<file path="src/rtl/pmod_cls_multi_line_spi_solo.sv">
// pmod_cls_multi_line_spi_solo
// Drives a PMOD CLS character display through pmod_generic_spi_solo.
// The display has parm_num_lines rows of parm_line_chars columns.
// A command either clears the display or writes a run of characters at
// a chosen row/column. A text command that does not fit the display is
// rejected with a one-tick o_cmd_error pulse.
// Ports:
//   i_ext_spi_clk_x / i_srst  : clock, asynchronous active-high reset
//   i_spi_ce_4x               : clock enable; all state moves on enabled ticks
//   o_go_stand, i_spi_idle    : SPI transfer launch / SPI idle status
//   o_tx_len, o_tx_data, o_tx_enqueue, i_tx_ready : SPI TX FIFO side
//   o_wait_cyc, o_rx_len, o_rx_dequeue, i_rx_*    : unused receive side
//   o_command_ready           : high while idle and able to accept a command
//   i_cmd_wr_clear_display / i_cmd_wr_text : requests; clear has priority
//   i_cmd_row/col/len, i_dat_ascii (char 0 in MSBs), o_cmd_error
module pmod_cls_multi_line_spi_solo #(
  parameter int parm_fast_simulation = 0,
  parameter int FCLK_ce              = 2500000,
  parameter int parm_num_lines       = 2,
  parameter int parm_line_chars      = 16,
  parameter int parm_tx_len_bits     = 11,
  parameter int parm_wait_cyc_bits   = 2,
  parameter int parm_rx_len_bits     = 11
) (
  input  logic                          i_ext_spi_clk_x,
  input  logic                          i_srst,
  input  logic                          i_spi_ce_4x,
  output logic                          o_go_stand,
  input  logic                          i_spi_idle,
  output logic [parm_tx_len_bits-1:0]   o_tx_len,
  output logic [parm_wait_cyc_bits-1:0] o_wait_cyc,
  output logic [parm_rx_len_bits-1:0]   o_rx_len,
  output logic [7:0]                    o_tx_data,
  output logic                          o_tx_enqueue,
  input  logic                          i_tx_ready,
  input  logic [7:0]                    i_rx_data,
  input  logic                          i_rx_valid,
  input  logic                          i_rx_avail,
  output logic                          o_rx_dequeue,
  output logic                          o_command_ready,
  input  logic                          i_cmd_wr_clear_display,
  input  logic                          i_cmd_wr_text,
  input  logic [1:0]                    i_cmd_row,
  input  logic [5:0]                    i_cmd_col,
  input  logic [5:0]                    i_cmd_len,
  input  logic [8*parm_line_chars-1:0]  i_dat_ascii,
  output logic                          o_cmd_error
);

  localparam int c_boot     = FCLK_ce / 1000 * ((parm_fast_simulation != 0) ? 2 : 800);
  localparam int c_tmr_bits = (c_boot > 2) ? $clog2(c_boot) : 1;
  localparam logic [c_tmr_bits-1:0] c_tmr_max = c_tmr_bits'(c_boot - 1);

  localparam logic [3:0] ST_BOOT       = 4'd0;
  localparam logic [3:0] ST_IDLE       = 4'd1;
  localparam logic [3:0] ST_LOAD_CLEAR = 4'd2;
  localparam logic [3:0] ST_VALIDATE   = 4'd3;
  localparam logic [3:0] ST_ERR        = 4'd4;
  localparam logic [3:0] ST_LOAD_TEXT  = 4'd5;
  localparam logic [3:0] ST_CMD_RUN    = 4'd6;
  localparam logic [3:0] ST_CMD_WAIT   = 4'd7;
  localparam logic [3:0] ST_DAT_RUN    = 4'd8;
  localparam logic [3:0] ST_DAT_WAIT   = 4'd9;

  logic [3:0]                   state_reg, state_next;
  logic [c_tmr_bits-1:0]        timer_reg;
  logic [1:0]                   row_reg;
  logic [5:0]                   col_reg, len_reg;
  logic [8*parm_line_chars-1:0] line_reg;
  logic [7:0]                   cmd_buf_reg [7];
  logic [2:0]                   cmd_len_reg;
  logic [5:0]                   dat_len_reg;
  logic [5:0]                   idx_reg;

  // Constant divide-by-10 table for the column digits (columns 0..39).
  function automatic logic [3:0] tens_of(input logic [5:0] v);
    tens_of = 4'd0;
    case (v) inside
      [6'd10:6'd19]: tens_of = 4'd1;
      [6'd20:6'd29]: tens_of = 4'd2;
      [6'd30:6'd39]: tens_of = 4'd3;
      default:       tens_of = 4'd0;
    endcase
  endfunction

  logic [3:0] col_tens;
  logic [5:0] col_ones;
  assign col_tens = tens_of(col_reg);
  assign col_ones = col_reg - (6'(col_tens) * 6'd10);

  // The sum is one bit wider than the operands so a 6-bit wrap cannot hide
  // an overlong run.
  logic [6:0] col_plus_len;
  logic       cmd_bad;
  assign col_plus_len = {1'b0, col_reg} + {1'b0, len_reg};
  assign cmd_bad = ({5'd0, row_reg} >= 7'(parm_num_lines)) ||
                   (len_reg == 6'd0) ||
                   (col_plus_len > 7'(parm_line_chars));

  // Split the latched line image into characters, char 0 from the MSBs.
  logic [7:0] line_char [parm_line_chars];
  genvar gi;
  generate
    for (gi = 0; gi < parm_line_chars; gi++) begin : g_char
      assign line_char[gi] = line_reg[8*(parm_line_chars-1-gi) +: 8];
    end
  endgenerate

  logic [5:0] dat_idx;
  logic [7:0] dat_byte;
  assign dat_idx = col_reg + idx_reg;
  always_comb begin
    dat_byte = 8'h00;
    for (int i = 0; i < parm_line_chars; i++) begin
      if (dat_idx == 6'(i)) dat_byte = line_char[i];
    end
  end

  logic in_cmd_run, in_dat_run, run_last, enq;
  assign in_cmd_run = (state_reg == ST_CMD_RUN);
  assign in_dat_run = (state_reg == ST_DAT_RUN);
  assign run_last   = in_cmd_run ? (idx_reg == ({3'd0, cmd_len_reg} - 6'd1))
                                 : (idx_reg == (dat_len_reg - 6'd1));
  assign enq        = (in_cmd_run || in_dat_run) && i_spi_ce_4x && i_tx_ready;

  always_comb begin
    state_next = state_reg;
    case (state_reg)
      ST_BOOT:       if (timer_reg == c_tmr_max) state_next = ST_IDLE;
      ST_IDLE:       if (i_cmd_wr_clear_display) state_next = ST_LOAD_CLEAR;
                     else if (i_cmd_wr_text)     state_next = ST_VALIDATE;
      ST_LOAD_CLEAR: state_next = ST_CMD_RUN;
      ST_VALIDATE:   state_next = cmd_bad ? ST_ERR : ST_LOAD_TEXT;
      ST_ERR:        state_next = ST_IDLE;
      ST_LOAD_TEXT:  state_next = ST_CMD_RUN;
      ST_CMD_RUN:    if (i_tx_ready && run_last) state_next = ST_CMD_WAIT;
      ST_CMD_WAIT:   if (i_spi_idle)
                       state_next = (dat_len_reg != 6'd0) ? ST_DAT_RUN : ST_IDLE;
      ST_DAT_RUN:    if (i_tx_ready && run_last) state_next = ST_DAT_WAIT;
      ST_DAT_WAIT:   if (i_spi_idle) state_next = ST_IDLE;
      default:       state_next = ST_BOOT;
    endcase
  end

  always_ff @(posedge i_ext_spi_clk_x or posedge i_srst) begin
    if (i_srst) begin
      state_reg   <= ST_BOOT;
      timer_reg   <= '0;
      row_reg     <= '0;
      col_reg     <= '0;
      len_reg     <= '0;
      line_reg    <= '0;
      cmd_len_reg <= '0;
      dat_len_reg <= '0;
      idx_reg     <= '0;
      for (int i = 0; i < 7; i++) cmd_buf_reg[i] <= 8'h00;
    end else if (i_spi_ce_4x) begin
      state_reg <= state_next;
      if (state_next != state_reg)  timer_reg <= '0;
      else if (timer_reg != c_tmr_max) timer_reg <= timer_reg + 1'b1;

      case (state_reg)
        ST_IDLE: begin
          // Latch operands only when text is the request actually serviced.
          if (!i_cmd_wr_clear_display && i_cmd_wr_text) begin
            row_reg  <= i_cmd_row;
            col_reg  <= i_cmd_col;
            len_reg  <= i_cmd_len;
            line_reg <= i_dat_ascii;
          end
        end
        ST_LOAD_CLEAR: begin
          cmd_buf_reg[0] <= 8'h1B;
          cmd_buf_reg[1] <= 8'h5B;
          cmd_buf_reg[2] <= 8'h30;
          cmd_buf_reg[3] <= 8'h6A;
          cmd_len_reg    <= 3'd4;
          dat_len_reg    <= 6'd0;
          idx_reg        <= 6'd0;
        end
        ST_LOAD_TEXT: begin
          cmd_buf_reg[0] <= 8'h1B;
          cmd_buf_reg[1] <= 8'h5B;
          cmd_buf_reg[2] <= 8'h30 + {6'd0, row_reg};
          cmd_buf_reg[3] <= 8'h3B;
          cmd_buf_reg[4] <= 8'h30 + {4'd0, col_tens};
          cmd_buf_reg[5] <= 8'h30 + {2'd0, col_ones};
          cmd_buf_reg[6] <= 8'h48;
          cmd_len_reg    <= 3'd7;
          dat_len_reg    <= len_reg;
          idx_reg        <= 6'd0;
        end
        ST_CMD_RUN, ST_DAT_RUN: begin
          if (i_tx_ready) idx_reg <= run_last ? 6'd0 : idx_reg + 6'd1;
        end
        default: ;
      endcase
    end
  end

  assign o_tx_enqueue    = enq;
  assign o_go_stand      = enq && run_last;
  assign o_tx_data       = in_cmd_run ? cmd_buf_reg[idx_reg[2:0]] :
                           in_dat_run ? dat_byte : 8'h00;
  assign o_tx_len        = in_cmd_run ? parm_tx_len_bits'(cmd_len_reg) :
                           in_dat_run ? parm_tx_len_bits'(dat_len_reg) : '0;
  assign o_command_ready = (state_reg == ST_IDLE);
  assign o_cmd_error     = (state_reg == ST_ERR) && i_spi_ce_4x;
  assign o_wait_cyc      = '0;
  assign o_rx_len        = '0;
  assign o_rx_dequeue    = 1'b0;

  logic unused_rx;
  assign unused_rx = ^{i_rx_data, i_rx_valid, i_rx_avail};

endmodule

</file>
<file path="config.mk">
export PLATFORM = sky130hd
export DESIGN_NAME = pmod_cls_multi_line_spi_solo
export DESIGN_NICKNAME = d
export VERILOG_FILES = /design/src/rtl/pmod_cls_multi_line_spi_solo.sv
export SDC_FILE = /design/constraint.sdc
export NUM_CORES = 1
export LEC_CHECK = 0
export ABC_CLOCK_PERIOD_IN_PS = 8400
export CAP_MARGIN = 40
export CORE_ASPECT_RATIO = 1.2
export CORE_MARGIN = 3
export CORE_UTILIZATION = 50
export DETAILED_ROUTE_END_ITERATION = 16
export GPL_TIMING_DRIVEN = 1
export PLACE_DENSITY = 0.83
export SYNTH_ARGS = -nofsm -noshare
export SYNTH_HDL_FRONTEND = slang
export SYNTH_SLANG_ARGS = --single-unit
</file>
<file path="constraint.sdc">
create_clock -name i_ext_spi_clk_x -period 8.4 [get_ports i_ext_spi_clk_x]
set_clock_uncertainty 0.05 [all_clocks]
set_input_delay 2.1 -clock i_ext_spi_clk_x [delete_from_list [all_inputs] [get_ports i_ext_spi_clk_x]]
set_output_delay 2.1 -clock i_ext_spi_clk_x [all_outputs]
set_load 0.05 [all_outputs]
</file>
==> results.md <==
- The via density per instance is 5.91.
- The sequential cell area fraction in the yosys report is 46.4%.
- Counting flops and latches in the post-synthesis netlist gives 194.
- The overflow left after global routing is 0.
- The slew at the pin closest to its max-slew limit is 847 ps.
- At the end of routability-driven placement, the weighted congestion stood at 0.890.
- The level count of the clock H-tree is 4.
- The maximum buffer depth of the clock tree is 2.
- The type of element launching the critical path is a flip-flop.
- The average size of a mapped cell is 10.7 um^2.
- The critical path endpoint category is a primary output.
- The worst-case vdd ir drop is 0.196 mV.
- The maximum fanout along the worst path is 19.
- The number of cells on the worst hold path is 2.
- The buffer and inverter count on the worst path is 2.
- For the worst flop-to-flop path, the logic depth is 5.
- The via total after detailed routing is 8282.
- The run finished with clean final reports.
- The growth of design area from synthesis to finish is 23.6%.
- In the final layout, the share of cells above drive strength 1 is 18.9%.
- Among the stages of the critical path, the cell type that occurs most often is sky130_fd_sc_hd__o21ai_0.
- Wires add up to 26800 um.
- The overall power consumption is 0.00425 W.
- The number of buffer cells added on primary ports is 166.
- The max capacitance violation total is 0.
- After layout, the worst path uses 85.1% of the clock period.
- Among all flip-flop cells after synthesis, the most frequent one is sky130_fd_sc_hd__dfrtp_1.
- The power per unit of standard cell area is 329 mW/mm^2.
- The first global-routing pass estimated 42900 um of wire.
- The static leakage is 5.82 nW.
- The initial cell density of the core is 51.3%.
- After technology mapping, the gate count stands at 977.
- The kind of cell with the highest combined delay along the critical path is adder cells.
- The count of nets left with antenna violations once routing finished came out at 0.
- The number of placement rows is 57.
- Yosys printed 0 warnings.
- The die covers 0.0227 mm^2.
- The max-slew violation total from the final report was 0.
- The startpoint of the most critical setup path is idx_reg[0].
- The height of the die is 164 um.
- Setup repair after global routing left no endpoint under its margin.
- Synthesis instantiated 76 different standard cells from the library.
- Counting flops with an async set or reset pin after synthesis yields a share of 100%.
- The I/O pin count is 196.
- The number of nets at the end of the flow is 1305.
- The total area inside the core boundary comes to 0.0204 mm^2.
- The width of the die is 138 um.
- The critical path goes through ha_2, fa_2, clkinv_1, nor2_1, a21o_1, a21oi_1, o21ai_0, o221ai_1, o21ai_0, clkdlybuf4s50_1.
- Entering global routing, the biggest net connects 81 pins.
- The worst setup path is of the flip-flop to primary output kind.
- The clock latency at the later pin of the worst-skew pair is 440 ps.
- Buffers inserted during clock tree synthesis total 17.
- The data arrival at the endpoint of the critical path is 5000 ps.
- The time the final worst path needs with I/O delays and setup is 7150 ps.
- The count of hold buffers inserted by post-cts repair is 0.
- The flip-flop count of the largest register after layout is 128.
- In this run the post-CTS setup repair buffer count came out at 0.
- After synthesis the cells add up to 0.0105 mm^2.
- Once detailed placement completed, the half-perimeter wirelength came to 19500 um.
- Clock-pin slew was measured on the worst setup and hold paths at 70 ps.
- The tightest min-delay check is of the flip-flop to flip-flop type.
- The number of hold violations in the final report is 0.
- On the worst path, the slowest cell contributes a delay of 880 ps.
- The path length in cells of the critical path is 10.
- After synthesis, the largest area contributor takes up 46.4% of total cell area.
- The overall routing resource usage is 23.4%.
- STA puts the critical path data required time at 6250 ps.
- The first-pass iteration count of the detailed router is 8.
- In this run the most critical hold path is launched from cmd_buf_reg[8].
- The root buffer cell is sky130_fd_sc_hd__clkbuf_16.
- By area the synthesized netlist is led by sky130_fd_sc_hd__dfrtp_1, sky130_fd_sc_hd__mux2_2, sky130_fd_sc_hd__o21ai_0.
- The number of enable-type register cells in the synthesized netlist is 0.
- The number of global-route vias before repair is 8540.
- The critical register-to-register path startpoint is state_reg[2].
- The remaining routing DRC violations is 0.
- Setup violations remaining at the end of the flow were counted as 0.
- The fmax is 140 MHz.
- The cell with the largest stage delay on the worst path is sky130_fd_sc_hd__fa_2.
- Counting every sink on the clock net gives 194.
- The summed negative setup slack over all endpoints is 0 ps.
- The initial antenna violation count is 0.
- Summed over all instances, the cell type with the most area after synthesis is sky130_fd_sc_hd__dfrtp_1.
- The headroom to the max-slew limit is 43.5%.
- The detailed router's first-iteration violation count is 613.
- TritonCTS built the clock tree.
- The total of cells resized after clock tree synthesis is 0.
- After detailed routing, the average wire length per cell comes to 19.1 um.
[stage by stage]
step | setup slack, ps | std cells | cell area (um^2) | hold slack [ps] | util [%]
2_1_floorplan | 966 | 995 | 10500 | 390 | -
3_3_place_gp | 1570 | 1364 | 12300 | 406 | 60.1
3_5_place_dp | 1770 | 1368 | 12300 | 420 | 60.4
4_1_cts | 1270 | 1400 | 12900 | 433 | 63.4
5_1_grt | 1090 | 1400 | 12900 | 463 | 63.4
6_report | 1250 | 1401 | 12900 | 430 | 63.4
[worst reg2reg max path: stages, from the launching register on]
cell,delay [ps]
sky130_fd_sc_hd__dfrtp_1,560
sky130_fd_sc_hd__nor2_1,400
sky130_fd_sc_hd__and3_1,250
sky130_fd_sc_hd__and4b_4,630
sky130_fd_sc_hd__buf_4,720
sky130_fd_sc_hd__mux2_2,440
[worst paths after layout]
| kind | end | slack, ps |
|---|---|---|
| max in group asynchronous | line_char[72] | 5120 |
| worst max-delay path | o_tx_data[5] | 1250 |
| worst min-delay path | cmd_buf_reg[8] | 430 |
| worst min register to register | cmd_buf_reg[8] | 430 |
| worst max register to register | line_char[126] | 5220 |
| min in group asynchronous | col_reg[3] | 2070 |
[cells by family after synthesis]
| family | Yosys count | share of synthesized area (%) |
|---|---|---|
| AND/OR/NAND/NOR | 251 | 12.0 |
| AO/OA/AOI/OAI | 205 | 12.8 |
| flip-flops | 194 | 46.4 |
| multiplexers | 165 | 18.2 |
| buffers and inverters | 102 | 4.51 |
| XOR/XNOR | 35 | 3.00 |
| adder cells (fa/ha/maj) | 24 | 3.09 |
| other | 1 | 0.0358 |
[Yosys cell counts (3+ instances only)]
cell / n
sky130_fd_sc_hd__dfrtp_1: 194
sky130_fd_sc_hd__buf_4: 19
sky130_fd_sc_hd__nor3_1: 14
sky130_fd_sc_hd__mux2_2: 145
sky130_fd_sc_hd__nor4_1: 8
sky130_fd_sc_hd__clkbuf_1: 42
sky130_fd_sc_hd__a22oi_1: 11
sky130_fd_sc_hd__a211oi_1: 4
sky130_fd_sc_hd__nand3_1: 23
sky130_fd_sc_hd__a221oi_1: 3
sky130_fd_sc_hd__nand4_1: 11
sky130_fd_sc_hd__mux2i_1: 14
sky130_fd_sc_hd__and3_1: 15
sky130_fd_sc_hd__o22ai_1: 12
sky130_fd_sc_hd__xor2_1: 22
sky130_fd_sc_hd__inv_1: 27
sky130_fd_sc_hd__or2_2: 3
sky130_fd_sc_hd__a21oi_1: 30
sky130_fd_sc_hd__nor2b_1: 10
sky130_fd_sc_hd__o31ai_1: 7
sky130_fd_sc_hd__a21o_1: 10
sky130_fd_sc_hd__o21a_1: 3
sky130_fd_sc_hd__a22o_1: 8
sky130_fd_sc_hd__a31oi_1: 7
sky130_fd_sc_hd__nand2_1: 65
sky130_fd_sc_hd__nor2_1: 61
sky130_fd_sc_hd__ha_1: 21
sky130_fd_sc_hd__fa_1: 3
sky130_fd_sc_hd__or3_1: 6
sky130_fd_sc_hd__o221ai_1: 9
sky130_fd_sc_hd__and2_1: 5
sky130_fd_sc_hd__mux4_2: 6
sky130_fd_sc_hd__o211ai_1: 3
sky130_fd_sc_hd__o21ai_0: 73
sky130_fd_sc_hd__nand2b_1: 11
sky130_fd_sc_hd__buf_1: 9
sky130_fd_sc_hd__xnor2_1: 12
[metal layers]
metal	share of wire (%)	global-route usage [%]	vias up
li1	-	-	3791
met3	6.9	5.97	74
met4	3.3	9.25	0
met5	0	0	-
met1	38	26.7	4075
met2	51	42.4	342
[layout make-up]
cell class | instances | area (um^2)
tap | 265 | 332
fill | 1597 | 7470
clock buffer | 18 | 439
timing repair buffer | 182 | 1800
sequential | 194 | 4850
inverter | 28 | 110
clock inverter | 14 | 176
multi-input combinational | 699 | 5220
antenna | 1 | 2.50
[where the power goes]
| part | switching [W] | internal [W] |
|---|---|---|
| clock network | 0.000399 | 0.000438 |
| logic | 0.00109 | 0.000850 |
| registers | 0.000252 | 0.00123 |
| total | 0.00174 | 0.00251 |
[cell usage in the layout, fill, tap and decap left out, drive strengths merged, types with 4 or more instances in the layout]
master           n
a211oi           4
a21o            10
a21oi           31
a22o             8
a22oi           11
a31oi            8
and2             7
and3            15
buf             16
clkbuf          18
clkdlybuf4s50  166
clkinv           6
conb            19
dfrtp          194
ha              21
inv             35
mux2           145
mux2i           14
mux4             6
nand2           65
nand2b          11
nand3           23
nand4           11
nor2            61
nor2b           10
nor3            14
nor4             8
o21ai           74
o221ai           9
o22ai           12
o31ai            7
or3              6
xnor2           12
xor2            23
Note: power is estimated with default switching activity, not from simulation.
